### src/rtl/ula_unit.sv
// ula_unit: 8-bit ALU for the REDUX-V datapath.
// Combinational result plus a registered status-flag set for branches.
module ula_unit #(
  parameter int BITS = 8,
  parameter int OP   = 4
) (
  input  logic            clk_in,
  input  logic            rst_in,
  input  logic [BITS-1:0] a_in,
  input  logic [BITS-1:0] b_in,
  input  logic [OP-1:0]   op_in,
  input  logic            flags_we_in,
  output logic [BITS-1:0] result_out,
  output logic            zero_out,
  output logic            carry_out,
  output logic            neg_out,
  output logic            ovf_out
);

  localparam int SHW = $clog2(BITS);

  localparam logic [OP-1:0] OP_ADD   = OP'(0);
  localparam logic [OP-1:0] OP_SUB   = OP'(1);
  localparam logic [OP-1:0] OP_AND   = OP'(2);
  localparam logic [OP-1:0] OP_OR    = OP'(3);
  localparam logic [OP-1:0] OP_XOR   = OP'(4);
  localparam logic [OP-1:0] OP_NOT   = OP'(5);
  localparam logic [OP-1:0] OP_SLL   = OP'(6);
  localparam logic [OP-1:0] OP_SRL   = OP'(7);
  localparam logic [OP-1:0] OP_SRA   = OP'(8);
  localparam logic [OP-1:0] OP_SLT   = OP'(9);
  localparam logic [OP-1:0] OP_SLTU  = OP'(10);
  localparam logic [OP-1:0] OP_PASSB = OP'(11);
  localparam logic [OP-1:0] OP_MUL   = OP'(12);

  localparam logic [BITS-1:0] BITS_V = BITS'(BITS);

  logic [BITS:0]     sum;
  logic [BITS:0]     diff;
  logic [2*BITS-1:0] prod;
  logic [SHW-1:0]    shamt;
  logic              sh_big;
  logic              a_s;
  logic              b_s;
  logic              slt;
  logic              sltu;
  logic [BITS-1:0]   sll_r;
  logic [BITS-1:0]   srl_r;
  logic [BITS-1:0]   sra_r;
  logic [BITS-1:0]   res;
  logic              c_calc;
  logic              v_calc;

  assign sum   = {1'b0, a_in} + {1'b0, b_in};
  assign diff  = {1'b0, a_in} - {1'b0, b_in};
  assign prod  = a_in * b_in;
  assign a_s   = a_in[BITS-1];
  assign b_s   = b_in[BITS-1];
  assign sltu  = diff[BITS];
  assign slt   = (a_s != b_s) ? a_s : diff[BITS];

  // Whole b is the amount; anything >= BITS shifts everything out.
  assign shamt  = b_in[SHW-1:0];
  assign sh_big = (b_in >= BITS_V);

  assign sll_r = sh_big ? '0 : (a_in << shamt);
  assign srl_r = sh_big ? '0 : (a_in >> shamt);
  assign sra_r = sh_big ? {BITS{a_s}}
                        : BITS'($signed(a_in) >>> shamt);

  always_comb begin
    res    = '0;
    c_calc = 1'b0;
    v_calc = 1'b0;
    unique case (op_in)
      OP_ADD: begin
        res    = sum[BITS-1:0];
        c_calc = sum[BITS];
        v_calc = (a_s == b_s) && (sum[BITS-1] != a_s);
      end
      OP_SUB: begin
        res    = diff[BITS-1:0];
        c_calc = diff[BITS];
        v_calc = (a_s != b_s) && (diff[BITS-1] != a_s);
      end
      OP_AND:   res = a_in & b_in;
      OP_OR:    res = a_in | b_in;
      OP_XOR:   res = a_in ^ b_in;
      OP_NOT:   res = ~a_in;
      OP_SLL:   res = sll_r;
      OP_SRL:   res = srl_r;
      OP_SRA:   res = sra_r;
      OP_SLT:   res = {{(BITS-1){1'b0}}, slt};
      OP_SLTU:  res = {{(BITS-1){1'b0}}, sltu};
      OP_PASSB: res = b_in;
      OP_MUL:   res = prod[BITS-1:0];
      default:  res = '0;
    endcase
  end

  assign result_out = res;

  logic zero_q, zero_d;
  logic carry_q, carry_d;
  logic neg_q, neg_d;
  logic ovf_q, ovf_d;

  always_comb begin
    zero_d  = zero_q;
    carry_d = carry_q;
    neg_d   = neg_q;
    ovf_d   = ovf_q;
    if (flags_we_in) begin
      zero_d  = (res == '0);
      carry_d = c_calc;
      neg_d   = res[BITS-1];
      ovf_d   = v_calc;
    end
  end

  always_ff @(posedge clk_in or posedge rst_in) begin
    if (rst_in) begin
      zero_q  <= 1'b0;
      carry_q <= 1'b0;
      neg_q   <= 1'b0;
      ovf_q   <= 1'b0;
    end else begin
      zero_q  <= zero_d;
      carry_q <= carry_d;
      neg_q   <= neg_d;
      ovf_q   <= ovf_d;
    end
  end

  assign zero_out  = zero_q;
  assign carry_out = carry_q;
  assign neg_out   = neg_q;
  assign ovf_out   = ovf_q;

endmodule

### config.mk
export PLATFORM = sky130hd
export DESIGN_NAME = ula_unit
export DESIGN_NICKNAME = d
export VERILOG_FILES = /design/src/rtl/ula_unit.sv
export SDC_FILE = /design/constraint.sdc
export NUM_CORES = 1
export LEC_CHECK = 0
export ABC_AREA = 1
export BUFFER_PORTS_ARGS = -buffer_cell sky130_fd_sc_hd__buf_2
export CORE_MARGIN = 5
export CORE_UTILIZATION = 60
export CTS_CLUSTER_SIZE = 10
export DETAILED_ROUTE_END_ITERATION = 8
export PLACE_DENSITY = 0.81
export SYNTH_ARGS = -nofsm -noshare
export SYNTH_HDL_FRONTEND = slang
export SYNTH_SLANG_ARGS = --single-unit
### constraint.sdc
create_clock -name clk_in -period 10.2 [get_ports clk_in]
set_input_delay 0.51 -clock clk_in [delete_from_list [all_inputs] [get_ports clk_in]]
set_output_delay 0.51 -clock clk_in [all_outputs]
set_load 0.005 [all_outputs]
==> metrics.md <==
| Metric | Value |
|---|---|
| Latest clock arrival within the worst-skew pair | 0.22 ns |
| Layout cells sized above 1 | 0.0832 |
| CP Capture Type | output pin |
| Clock tree from TritonCTS | built |
| Die X | 84.2 um |
| Outcome | complete, no violations |
| Cell Area, Synth | 3300 um2 |
| CTS Sinks | 4 |
| Final period util | 0.471 |
| Core ar. | 5440 um2 |
| Routability cong. | 1.03 |
| Final Setup Violations | 0 |
| FF+latch count, synth | 4 |
| P&R area growth vs syn | 7.32% |
| Commonest cells in the netlist | 216 x nand2_1, 108 x inv_1, 76 x nand3_1 |
| Synth area leaders | nand2_1 25%, ha_1 16%, inv_1 12% |
| Setup TNS | 0 ns |
| Tot Pwr | 0.252 mW |
| # rows | 27 |
| Ports | 35 |
| Post-synth EDFFs | 0 |
| Worst slack at placement | 5.40 ns |
| Max-cap viol count | 0 |
| Achievable frequency | 0.208 GHz |
| Post-Synthesis Cells | 612 |
| Setup CP Type | in2out |
| Post-CTS Setup Bufs | 0 |
| Slew Limit Headroom | 0.642 |
| Post-CTS sizing | 0 |
| Via count | 4,031 |
| Synth Flop Type | dfrtp_1 |
| Hold-fix buffers, CTS | 0 |
| Number of global-route vias before repair | 3,686 |
| CP delay by family, top | adder cells |
| P per Cell Area | 71.2 nW/um2 |
| Largest net degree at the start of global routing | 26 |
| Routed Wire Length | 11.0 mm |
| Mapped Nets | 690 |
| Crit path cell chain | buf_2 -> nand2_1 -> fa_1 -> fa_1 -> inv_1 -> fa_1 -> inv_1 -> fa_1 -> inv_1 -> ha_1 -> a21o_1 -> a31oi_1 -> nand3b_1 -> nand3_1 -> nand2_1 -> buf_2 |
| Cell accounting for the most synthesized area | nand2_1 |
| Worst Slack Setup Final | 5.40 ns |
| Max Slew Vio Count | 0 |
| Sequential element share of the synthesized area | 0.0303 |
| Ys async rst share | 1.00 |
| ANT cells | 0 |
| Final net count | 717 |
| Worst setup SP type | primary input |
| 1st-pass router iterations | 5 |
| Post-Syn Area per Cell | 5.39 um2 |
| Final hold violation count | 0 |
| Ys Warns | 0 |
| DRC | 0 |
| Crit-path max FO | 11 |
| Req. time, crit path | 9.69 ns |
| Util after Layout | 0.651 |
| VDD IR max | 54.3 uV |
| Crit-path slowest cell | fa_1 |
| Post-synth cell types | 35 |
| Worst path bufs/invs | 5 |
| Starting Density | 0.607 |
| RSZ-0062 raised after global routing | no |
| Clock Tree Root | clkbuf_8 |
| Pleak | 2.23 nW |
| Mean routed wirelength per cell | 15.5 um |
| Die ar. | 7080 um2 |
| Drt via density | 5.69 |
| Minimum clock period | 4.80 ns |
| Overall routing resource usage | 0.309 |
| Reg2reg start | ovf_out |
| CTS buffer count | 3 |
| First-pass GRT wire length | 17.8 mm |
| CTS Buffer Depth | 2 |
| Clock slew at reported path FFs | 0.03 ns |
| Hold Worst Slack | 0.169 ns |
| Final HPWL DP | 9.27 mm |
| Worst R2R End | ovf_out |
| R2R cell count | 2 |
| Setup Skew | 0 ns |
| DRT antenna net count | 0 |
| Die H | 84.2 um |
| Max incr delay on CP | 0.54 ns |
| Port bufs | 34 |
| Post-synth top area share | 0.246 |
| Min-Delay Path Class | in2async |
| DRT iter0 DRCs | 386 |
| Most numerous cell in the Yosys netlist | nand2_1 |
| CP arrival | 4.29 ns |
| Initial antenna violation count | 0 |
| Worst-margin pin slew | 0.535 ns |
| Clock H-tree levels | 1 |
| Grt ovf | 0 |
| Most numerous cell on the critical path | fa_1 |
| Reg2reg setup slack | 9.57 ns |
## stage by stage
stage / cell area (um2) / cells
2_1_floorplan: 3300 / 612
3_3_place_gp: 3500 / 706
3_5_place_dp: 3500 / 706
4_1_cts: 3540 / 709
5_1_grt: 3540 / 709
6_report: 3540 / 709
## layout make-up
type / instances / area, um2
Multi-Input combinational cell: 484 / 2720
Fill cell: 561 / 1900
Tap cell: 72 / 90.1
Timing Repair Buffer: 34 / 170
Sequential cell: 4 / 100
Clock buffer: 3 / 41.3
Inverter: 112 / 420
## sequential cells by signal, summed over array words and instances, names as in the netlist
signal,flops
ovf_out,1
zero_out,1
neg_out,1
carry_out,1
## layout by cell type, fill, tap and decap left out, drive strengths merged
| master | Yosys | final |
|---|---|---|
| o21ai | 6 | 6 |
| nand3 | 78 | 78 |
| fa | 14 | 14 |
| xnor2 | 2 | 2 |
| o221ai | 1 | 1 |
| clkbuf | 3 | 3 |
| nand4 | 15 | 15 |
| ha | 41 | 41 |
| a21oi | 12 | 12 |
| a21o | 1 | 1 |
| buf | 9 | 34 |
| nor3 | 2 | 2 |
| a221oi | 1 | 1 |
| nor2 | 69 | 69 |
| o21bai | 4 | 4 |
| o211ai | 2 | 2 |
| dfrtp | 4 | 4 |
| or2 | 2 | 2 |
| o2111ai | 2 | 2 |
| xor2 | 4 | 4 |
| nand2 | 220 | 220 |
| nand3b | 2 | 2 |
| o21a | 1 | 1 |
| o31ai | 1 | 1 |
| inv | 112 | 112 |
| a31oi | 4 | 4 |
## metal layers
metal / GRT usage / vias up / wire [um]
met4: 0.0994 / 0 / 340
met1: 0.437 / 1829 / 4910
met3: 0.0167 / 33 / 922
met5: 0 / - / 0
met2: 0.501 / 211 / 4820
li1: - / 1958 / -
## where the power goes
part           internal, mW  switching, mW  total (mW)
Clock                0.0252        0.00881      0.0340
Combinational        0.0687          0.131       0.199
Sequential           0.0178       0.000932      0.0188
Total                 0.112          0.140       0.252
## worst max path at each step
| stage | from | endpoint | slack (ns) | depth (start not counted) |
|---|---|---|---|---|
| floorplan | b_in[2] | result_out[7] | 5.88 | 15 |
| global placement | b_in[2] | result_out[6] | 5.54 | 20 |
| detailed placement | a_in[1] | result_out[7] | 5.40 | 16 |
| CTS | a_in[1] | result_out[7] | 5.39 | 16 |
| global route | a_in[1] | result_out[6] | 5.17 | 19 |
| finish | a_in[1] | result_out[7] | 5.40 | 16 |
## cell families (layout without fill, tap and decap cells)
kind of cell               count (synthesis)  count (layout)  synth area share
xor gates and xnor gates                   6               6            0.0159
DFF                                        4               4            0.0303
buffers and inverters                    124             149             0.146
adders and majority gates                 55              55             0.240
AOI/OAI and AO/OA                         35              35            0.0660
and+or+nand+nor                          388             388             0.502
Power figures use the tool's default switching activity.
